`src/rtl/multicycle_controller_if.sv`:
```
// Control bus between the multicycle ARM controller and its datapath.
// The master is the controller; the slave is the datapath side.
interface multicycle_controller_if;
  logic [31:12] Instr;
  logic [3:0]   ALUFlags;
  logic         PCWrite;
  logic         RegWrite;
  logic         MemWrite;
  logic         IRWrite;
  logic         AdrSrc;
  logic [1:0]   RegSrc;
  logic [1:0]   ALUSrcA;
  logic [1:0]   ALUSrcB;
  logic [1:0]   ResultSrc;
  logic [1:0]   ImmSrc;
  logic [1:0]   ALUControl;
  logic [3:0]   state;

  modport master (
    input  Instr, ALUFlags,
    output PCWrite, RegWrite, MemWrite, IRWrite, AdrSrc, RegSrc,
           ALUSrcA, ALUSrcB, ResultSrc, ImmSrc, ALUControl, state
  );

  modport slave (
    output Instr, ALUFlags,
    input  PCWrite, RegWrite, MemWrite, IRWrite, AdrSrc, RegSrc,
           ALUSrcA, ALUSrcB, ResultSrc, ImmSrc, ALUControl, state
  );
endinterface

```
`src/rtl/multicycle_controller.sv`:
```
// Multicycle ARM control unit: FETCH..writeback sequencer, NZCV flag register
// and condition evaluation driving every datapath select and enable.
module multicycle_controller #(
  parameter logic [3:0] FLAGS_RESET = 4'b0000
) (
  input logic                    clk,
  input logic                    reset,
  multicycle_controller_if.master bus
);

  typedef enum logic [3:0] {
    S_FETCH    = 4'd0,
    S_DECODE   = 4'd1,
    S_MEMADR   = 4'd2,
    S_MEMREAD  = 4'd3,
    S_MEMWB    = 4'd4,
    S_MEMWRITE = 4'd5,
    S_EXECR    = 4'd6,
    S_EXECI    = 4'd7,
    S_ALUWB    = 4'd8,
    S_BRANCH   = 4'd9
  } state_t;

  state_t     state_q, state_d;
  logic [3:0] flags_q, flags_d;
  logic       cond_ok_q, cond_ok_d;

  logic [3:0] cond;
  logic [1:0] op;
  logic [5:0] funct;
  logic [3:0] rd;
  logic [3:0] unused_rn;

  assign cond      = bus.Instr[31:28];
  assign op        = bus.Instr[27:26];
  assign funct     = bus.Instr[25:20];
  assign rd        = bus.Instr[15:12];
  assign unused_rn = bus.Instr[19:16];

  function automatic logic cond_ex(input logic [3:0] c, input logic [3:0] f);
    logic n, z, cy, v;
    {n, z, cy, v} = f;
    case (c)
      4'b0000: cond_ex = z;
      4'b0001: cond_ex = ~z;
      4'b0010: cond_ex = cy;
      4'b0011: cond_ex = ~cy;
      4'b0100: cond_ex = n;
      4'b0101: cond_ex = ~n;
      4'b0110: cond_ex = v;
      4'b0111: cond_ex = ~v;
      4'b1000: cond_ex = cy & ~z;
      4'b1001: cond_ex = ~cy | z;
      4'b1010: cond_ex = (n == v);
      4'b1011: cond_ex = (n != v);
      4'b1100: cond_ex = ~z & (n == v);
      4'b1101: cond_ex = z | (n != v);
      4'b1110: cond_ex = 1'b1;
      default: cond_ex = 1'b0;
    endcase
  endfunction

  logic [1:0] alu_ctrl;
  logic       cmd_ok;
  logic       cmd_arith;

  always_comb begin
    alu_ctrl  = 2'b00;
    cmd_ok    = 1'b1;
    cmd_arith = 1'b0;
    case (funct[4:1])
      4'b0100: begin alu_ctrl = 2'b00; cmd_arith = 1'b1; end
      4'b0010: begin alu_ctrl = 2'b01; cmd_arith = 1'b1; end
      4'b0000: alu_ctrl = 2'b10;
      4'b1100: alu_ctrl = 2'b11;
      default: cmd_ok = 1'b0;
    endcase
  end

  logic       ir_w, adr_src, reg_w, mem_w, branch;
  logic [1:0] alu_src_a, alu_src_b, result_src, alu_control;

  always_comb begin
    state_d     = state_q;
    flags_d     = flags_q;
    cond_ok_d   = cond_ok_q;
    ir_w        = 1'b0;
    adr_src     = 1'b0;
    reg_w       = 1'b0;
    mem_w       = 1'b0;
    branch      = 1'b0;
    alu_src_a   = 2'b00;
    alu_src_b   = 2'b00;
    result_src  = 2'b00;
    alu_control = 2'b00;
    case (state_q)
      S_FETCH: begin
        ir_w       = 1'b1;
        alu_src_a  = 2'b01;
        alu_src_b  = 2'b10;
        result_src = 2'b10;
        state_d    = S_DECODE;
      end
      S_DECODE: begin
        alu_src_a  = 2'b01;
        alu_src_b  = 2'b10;
        result_src = 2'b10;
        cond_ok_d  = cond_ex(cond, flags_q);
        case (op)
          2'b01:   state_d = S_MEMADR;
          2'b00:   state_d = !cmd_ok ? S_FETCH : (funct[5] ? S_EXECI : S_EXECR);
          2'b10:   state_d = S_BRANCH;
          default: state_d = S_FETCH;
        endcase
      end
      S_MEMADR: begin
        alu_src_b = 2'b01;
        state_d   = funct[0] ? S_MEMREAD : S_MEMWRITE;
      end
      S_MEMREAD: begin
        adr_src = 1'b1;
        state_d = S_MEMWB;
      end
      S_MEMWB: begin
        result_src = 2'b01;
        reg_w      = 1'b1;
        state_d    = S_FETCH;
      end
      S_MEMWRITE: begin
        adr_src = 1'b1;
        mem_w   = 1'b1;
        state_d = S_FETCH;
      end
      S_EXECR, S_EXECI: begin
        alu_src_b   = (state_q == S_EXECI) ? 2'b01 : 2'b00;
        alu_control = alu_ctrl;
        // C and V are only meaningful for add/sub; logical ops keep them.
        if (cond_ok_q && funct[0]) begin
          flags_d[3:2] = bus.ALUFlags[3:2];
          if (cmd_arith) flags_d[1:0] = bus.ALUFlags[1:0];
        end
        state_d = S_ALUWB;
      end
      S_ALUWB: begin
        reg_w   = 1'b1;
        state_d = S_FETCH;
      end
      S_BRANCH: begin
        alu_src_b  = 2'b01;
        result_src = 2'b10;
        branch     = 1'b1;
        state_d    = S_FETCH;
      end
      default: state_d = S_FETCH;
    endcase
  end

  always_ff @(posedge clk) begin
    if (reset) begin
      state_q   <= S_FETCH;
      flags_q   <= FLAGS_RESET;
      cond_ok_q <= 1'b0;
    end else begin
      state_q   <= state_d;
      flags_q   <= flags_d;
      cond_ok_q <= cond_ok_d;
    end
  end

  assign bus.PCWrite    = ~reset & ((state_q == S_FETCH) |
                          (cond_ok_q & (branch | (reg_w & (rd == 4'hF)))));
  assign bus.RegWrite   = ~reset & reg_w & cond_ok_q;
  assign bus.MemWrite   = ~reset & mem_w & cond_ok_q;
  assign bus.IRWrite    = ~reset & ir_w;
  assign bus.AdrSrc     = adr_src;
  assign bus.RegSrc     = {op == 2'b01, op == 2'b10};
  assign bus.ALUSrcA    = alu_src_a;
  assign bus.ALUSrcB    = alu_src_b;
  assign bus.ResultSrc  = result_src;
  assign bus.ImmSrc     = op;
  assign bus.ALUControl = alu_control;
  assign bus.state      = state_q;

endmodule
```
`src/flat_wrapper.sv`:
```
// flat-port wrapper written by rule: the top's interface ports become plain ports
module multicycle_controller_flat 
#(
  parameter logic [3:0] FLAGS_RESET = 4'b0000
)
  (clk, reset, bus_Instr, bus_ALUFlags, bus_PCWrite, bus_RegWrite, bus_MemWrite, bus_IRWrite, bus_AdrSrc, bus_RegSrc, bus_ALUSrcA, bus_ALUSrcB, bus_ResultSrc, bus_ImmSrc, bus_ALUControl, bus_state);
  multicycle_controller_if bus_i ();
  input logic clk;
  input logic reset;
  input wire logic [$bits(bus_i.Instr)-1:0] bus_Instr;
  input wire logic [$bits(bus_i.ALUFlags)-1:0] bus_ALUFlags;
  output wire logic [$bits(bus_i.PCWrite)-1:0] bus_PCWrite;
  output wire logic [$bits(bus_i.RegWrite)-1:0] bus_RegWrite;
  output wire logic [$bits(bus_i.MemWrite)-1:0] bus_MemWrite;
  output wire logic [$bits(bus_i.IRWrite)-1:0] bus_IRWrite;
  output wire logic [$bits(bus_i.AdrSrc)-1:0] bus_AdrSrc;
  output wire logic [$bits(bus_i.RegSrc)-1:0] bus_RegSrc;
  output wire logic [$bits(bus_i.ALUSrcA)-1:0] bus_ALUSrcA;
  output wire logic [$bits(bus_i.ALUSrcB)-1:0] bus_ALUSrcB;
  output wire logic [$bits(bus_i.ResultSrc)-1:0] bus_ResultSrc;
  output wire logic [$bits(bus_i.ImmSrc)-1:0] bus_ImmSrc;
  output wire logic [$bits(bus_i.ALUControl)-1:0] bus_ALUControl;
  output wire logic [$bits(bus_i.state)-1:0] bus_state;
  assign bus_i.Instr = bus_Instr;
  assign bus_i.ALUFlags = bus_ALUFlags;
  assign bus_PCWrite = bus_i.PCWrite;
  assign bus_RegWrite = bus_i.RegWrite;
  assign bus_MemWrite = bus_i.MemWrite;
  assign bus_IRWrite = bus_i.IRWrite;
  assign bus_AdrSrc = bus_i.AdrSrc;
  assign bus_RegSrc = bus_i.RegSrc;
  assign bus_ALUSrcA = bus_i.ALUSrcA;
  assign bus_ALUSrcB = bus_i.ALUSrcB;
  assign bus_ResultSrc = bus_i.ResultSrc;
  assign bus_ImmSrc = bus_i.ImmSrc;
  assign bus_ALUControl = bus_i.ALUControl;
  assign bus_state = bus_i.state;
  multicycle_controller #(.FLAGS_RESET(FLAGS_RESET)) u_core (.clk(clk), .reset(reset), .bus(bus_i));
endmodule
```
`config.mk`:
```
export PLATFORM = sky130hd
export DESIGN_NAME = multicycle_controller_flat
export DESIGN_NICKNAME = d
export VERILOG_FILES = /design/src/rtl/multicycle_controller_if.sv /design/src/rtl/multicycle_controller.sv /design/src/flat_wrapper.sv
export SDC_FILE = /design/constraint.sdc
export NUM_CORES = 1
export LEC_CHECK = 0
export ABC_AREA = 1
export BUFFER_PORTS_ARGS = -buffer_cell sky130_fd_sc_hd__buf_2
export CORE_AREA = 2 2 50 52
export DETAILED_ROUTE_END_ITERATION = 8
export DIE_AREA = 0 0 52 54
export PLACE_DENSITY = 0.7
export SYNTH_ARGS = -nofsm -noshare
export SYNTH_HDL_FRONTEND = slang
export SYNTH_SLANG_ARGS = --single-unit
```
`constraint.sdc`:
```
create_clock -name clk -period 0.97 [get_ports clk]
set_input_delay 0.097 -clock clk [delete_from_list [all_inputs] [get_ports clk]]
set_output_delay 0.097 -clock clk [all_outputs]
set_load 0.05 [all_outputs]
```
; ---- After elaboration in Yosys (flattened, before gate mapping)
; Index checks and enable logic that the tools add are counted.
[word_totals]
register_bits = 9
latch_bits = 0
ram_bits = 0
rom_bits = 0
out_inout_bits = 21
n_memories = 0
[op_classes]
add_sub_neg = 0
n_mul = 0
div = 0
magnitude_cmp = 0
eq_ne = 31
shift = 0
n_mux = 19
n_bitwise = 19
reduce_logical = 15
[ops]
columns = operator, n
row1 = "== test 4 bit, second input constant", 11
row2 = "== test 4 x 3 -> 1 bit, second input constant", 9
row3 = "== test 4 x 2 -> 1 bit, second input constant", 5
row4 = one-hot mux 4 bit (5 select lines), 1
row5 = one-hot mux 1 bit (15 select lines), 1
row6 = logical NOT 4 bit, 3
row7 = one-hot mux 2 bit (3 select lines), 2
row8 = one-hot mux 4 bit (3 select lines), 1
row9 = OR reduction 2 bit, 6
row10 = bitwise AND 1 bit, 10
row11 = 2-to-1 mux 1 bit, 10
row12 = "== test 4 x 1 -> 1 bit, second input constant", 2
row13 = NOT 1 bit, 5
row14 = 2-to-1 mux 4 bit, 1
row15 = bitwise OR 1 bit, 4
row16 = one-hot mux 2 bit (2 select lines), 1
row17 = OR reduction 4 bit, 1
row18 = 2-to-1 mux 3 bit, 1
row19 = AND reduction 3 bit, 1
row20 = OR reduction 3 bit, 1
row21 = "== test 2 x 1 -> 1 bit, second input constant", 1
row22 = "== test 2 bit, second input constant", 1
row23 = logical NOT 2 bit, 1
row24 = 2-to-1 mux 2 bit, 1
row25 = 4 further kinds, 4

; ---- Longest topological paths before layout
[depth]
depth_word = 8
ltp_mapped = 11
depth_no_buf = 11

; ---- Worst setup path before layout
; Ideal clock, no wire load.
[synth_path]
path_kind = reg2out
from = reg u_core.state_q[2] (netlist: u_core.bus.state[2])
to = out bus_ALUSrcB[0]
arrival_time_ps = 2138
setup_slack_ps = -1265
stages_incl_launch_ff = 5
path_buffers = 0
path_cell_list = dfxtp_1 -> inv_1 -> nor2_2 -> nand2_2 -> o21ai_0
[synth_between]
elab_chain_cells = 3
elab_cells_between_ends = 11
cone_classes = eq/ne (5) / mux (2) / reduce/logical (4)
[synth_lines]
columns = element, line
row1 = start: declaration, multicycle_controller.sv:24  ; state_t state_q, state_d;
row2 = start signal: assignment, multicycle_controller.sv:164  ; state_q <= state_d;
row3 = "== test 4 x 3 -> 1 bit, or another cell as far along", "multicycle_controller.sv:96, multicycle_controller.sv:135"
row4 = "2-to-1 mux 1 bit, or another cell as far along", multicycle_controller.sv:135  ; alu_src_b = (state_q == S_EXECI) ? 2'b01 : 2'b00;
row5 = one-hot mux 2 bit (3 select lines) *, multicycle_controller.sv:96  ; case (state_q)
row6 = end: declaration, flat_wrapper.sv:19  ; output wire logic [$bits(bus_i.ALUSrcB)-1:0] bus_ALUSrcB;
; Every way passes the cells marked *; elsewhere a longest branch is shown, timed or not.

; ---- Final worst setup path
[layout_path]
from = reg u_core.state_q[0] (netlist: u_core.bus.state[0])
to = out bus_PCWrite
[layout_between]
elab_chain_cells = 8
elab_cells_between_ends = 12
cone_classes = eq/ne (3) / mux (2) / bitwise (5) / reduce/logical (2)
[layout_lines]
columns = element, line
row1 = == test 4 bit or == test 4 x 3 -> 1 bit (tied branches), multicycle_controller.sv:96
row2 = OR reduction 2 bit (no line), --
row3 = 2-to-1 mux 1 bit, multicycle_controller.sv:96
row4 = bitwise AND 1 bit, multicycle_controller.sv:171  ; (cond_ok_q & (branch | (reg_w & (rd == 4'hF)))));
row5 = bitwise OR 1 bit, multicycle_controller.sv:171
row6 = bitwise AND 1 bit, multicycle_controller.sv:171
row7 = bitwise OR 1 bit *, multicycle_controller.sv:170  ; assign bus.PCWrite = ~reset & ((state_q == S_FETCH) |
row8 = bitwise AND 1 bit *, multicycle_controller.sv:170
row9 = end: declaration, flat_wrapper.sv:12  ; output wire logic [$bits(bus_i.PCWrite)-1:0] bus_PCWrite;
; Marks and branches as above.

==> results.md <==
- Sum Neg Setup Slack: -8.74 ns
- Die width: 52 um
- Hold wc startpoint: bus_Instr[8]
- Slew Viols, Final: 0
- Hold-critical path depth: 3
- Syn-to-layout area delta: 97.0%
- Final setup viols: 23
- Power density cells: 861 nW/um^2
- RePlAce Congestion: 0.884
- Met1 usage: 24.7%
- Crit. End Element: output port
- Hold Slack: 0.113 ns
- TritonCTS clock tree: yes
- Cell Chain, Critical Path: inv_4 > nor2_4 > inv_4 > nor2_4 > inv_2 > o21ai_2 > nand2_2 > a21oi_4 > buf_6
- Fin Clk Skew: 0.00514 ns
- Clock latency on the worst-skew pair: 0.26 ns
- Nets@finish: 263
- DR pass1 iterations: 4
- Worst reg-to-reg path cell count: 8
- Placed cell count: 256
- Fraction of layout cells with a size suffix above 1: 57.6%
- Critical-path top delay cell: dfxtp_4
- DIE HEIGHT: 54 um
- Outcome: finished with violations
- FP Rows: 18
- Mean Syn Cell Area: 5.42 um^2
- CTS root buffer: clkbuf_4
- TritonCTS Buffers: 3
- ANT nets after route: 0
- Data required time of the critical path: 0.87 ns
- Leak pwr: 0.831 nW
- Grt total ovfl: 0
- Final Hold Viols: 0
- Seq/Total Area, Yosys: 20.8%
- Worst-path clk slew: 0.06 ns
- Remaining routing DRC violations: 0
- Clock sinks: 9
- DRT Wirelength: 3260 um
- CP peak stage delay: 0.38 ns
- Layout Cells excl Fill: 266
- Layout fillers: 189
- RSZ-0062 raised after global routing: yes
- HPWL after detailed placement: 2270 um
- R2R Path Start: u_core.bus.state[3]
- CP Launch Type: flop
- Yosys top cell area share: 20.8%
- GR Util met3: 3.33%
- DR vias: 1,296
- Hold WC Path Type: input pin to flop
- Setup slack, reg-to-reg: -0.37 ns
- Tcrit/Tclk final: 166%
- Synth warn: 0
- Crit path max fanout: 4
- GRT busiest layer: met2
- Area leader, netlist: dfxtp_1
- Final worst setup slack: -0.641 ns
- Io pins: 47
- Port bufs: 41
- Crit path time final: 1.61 ns
- Synthesized area: 867 um^2
- Max Fclk: 621 MHz
- Ant. Diodes: 0
- WL/cell: 12.3 um
- Post-synthesis cell type count: 23
- Total GRT Usage: 25.6%
- Vias in the first global route: 1,295
- Syn Nets: 186
- Failing checks: negative setup slack
- Drt initial violations: 24
- Worst Hold Endpoint: u_core.bus.state[1]
- Critical Path AT: 1.51 ns
- CTS max path bufs: 2
- Largest net degree at the start of global routing: 12
- CORE AREA: 2320 um^2
- Crit path kind: flop to output port
- Worst VDD drop: 0.000697 V
- Reg-to-Reg End: u_core.bus.state[1]
- Top post-synthesis cells by area: dfxtp_1 (21%), nand2_1 (19%), nor2_1 (12%), inv_1 (11%), nand3_1 (5.2%)
- Register bit total from synthesis: 9
- Vias per std cell: 4.87
- Initial Utilization: 37.4%
- MaxCap Viol Count: 0
- H-Tree Depth: 1
- Grt met2 use: 50.4%
- Initial antenna violation count: 0
- First-pass GRT wire length: 5310 um
- Syn Inst Count: 160
- Area of the die: 2810 um^2
==> through the flow <==
stage	setup WS, ns	cell area, um^2	total power, W	utilization (%)
finish	-0.641	1710	0.00147	73.6
CTS	-0.575	1670	0.00144	72.2
global route	-0.682	1710	0.00155	73.6
global placement	-0.365	1410	0.00101	60.7
floorplan	-0.450	978	0.000809	-
detailed placement	-0.412	1410	0.00102	60.7
==> logic make-up (layout without fill, tap and decap cells) <==
| group | Yosys count | after routing | share of synthesized area [%] |
|---|---|---|---|
| AO/OA/AOI/OAI | 22 | 22 | 15.3 |
| buffers and inverters | 34 | 110 | 16.4 |
| flip-flops | 9 | 9 | 20.8 |
| other | 1 | 1 | 0.432 |
| AND/OR/NAND/NOR | 94 | 94 | 47.0 |
==> cell usage after synthesis (all sizes together) <==
cell type  instances
a21oi             11
dfxtp              9
nand4              1
nand3              9
a211oi             4
nand2             46
or2                1
buf                4
nor4               1
o21ai              6
nor2              32
nor3               4
o22ai              1
clkbuf             1
conb               1
inv               29
==> power by group <==
group	internal (W)	switching, W
clock	0.000159	0.000132
sequential	0.000379	0.0000210
combinational	0.000315	0.000465
total	0.000853	0.000618
==> registers in the layout, indices dropped and copies added (netlist names) <==
register and flops:
u_core.bus.state 4, u_core.cond_ok_q 1, u_core.flags_q 4
==> cells in the final DEF, fill, tap and decap left out, types with 4 or more instances in the layout <==
| cell type | n |
|---|---|
| nor2_1 | 15 |
| nand2_2 | 5 |
| a21oi_2 | 5 |
| buf_2 | 25 |
| buf_6 | 16 |
| dfxtp_4 | 4 |
| buf_4 | 33 |
| nor2_4 | 10 |
| inv_1 | 20 |
| inv_2 | 6 |
| nor2_2 | 7 |
| nand2_1 | 38 |
| a21oi_1 | 4 |
| dfxtp_1 | 4 |
| nand3_1 | 8 |
==> worst max-delay path: cells and delay by family (launching register included) <==
family	cells	cell delay (ns)
flip-flops	1	0.38
buffers and inverters	4	0.31
AO/OA/AOI/OAI	2	0.21
AND/OR/NAND/NOR	3	0.34
==> metal layers <==
metal	share of wire (%)	vias to the layer above	wire length [um]
li1	-	648	-
met1	36	579	1160
met2	56	56	1820
met3	5.2	13	171
met4	3.1	0	101
met5	0	-	0
==> layout make-up <==
class / count / area [um^2] / area share [%]
Clock buffer: 4 / 26.3 / 1.54
Multi-Input combinational cell: 117 / 733 / 42.9
Tap cell: 30 / 37.5 / 2.20
Sequential cell: 9 / 196 / 11.5
Inverter: 29 / 116 / 6.81
Timing Repair Buffer: 77 / 598 / 35.0
==> timing repair <==
action	CTS	global route
gates cloned	0	0
hold buffers	0	0
pin swaps	8	10
resized for setup	54	20
buffers inserted	10	6
hold endpoints to repair	0	0
setup endpoints to repair	25	25
==> worst max-delay path by stage <==
stage | startpoint | endpoint | slack [ns]
2_1_floorplan | u_core.bus.state[0] | bus_PCWrite | -0.45
3_3_place_gp | u_core.bus.state[0] | bus_PCWrite | -0.37
3_5_place_dp | u_core.bus.state[2] | bus_PCWrite | -0.41
4_1_cts | u_core.bus.state[2] | bus_PCWrite | -0.57
5_1_grt | u_core.bus.state[0] | bus_PCWrite | -0.68
6_report | u_core.bus.state[0] | bus_PCWrite | -0.64
Note: power is estimated with default switching activity, not from simulation.
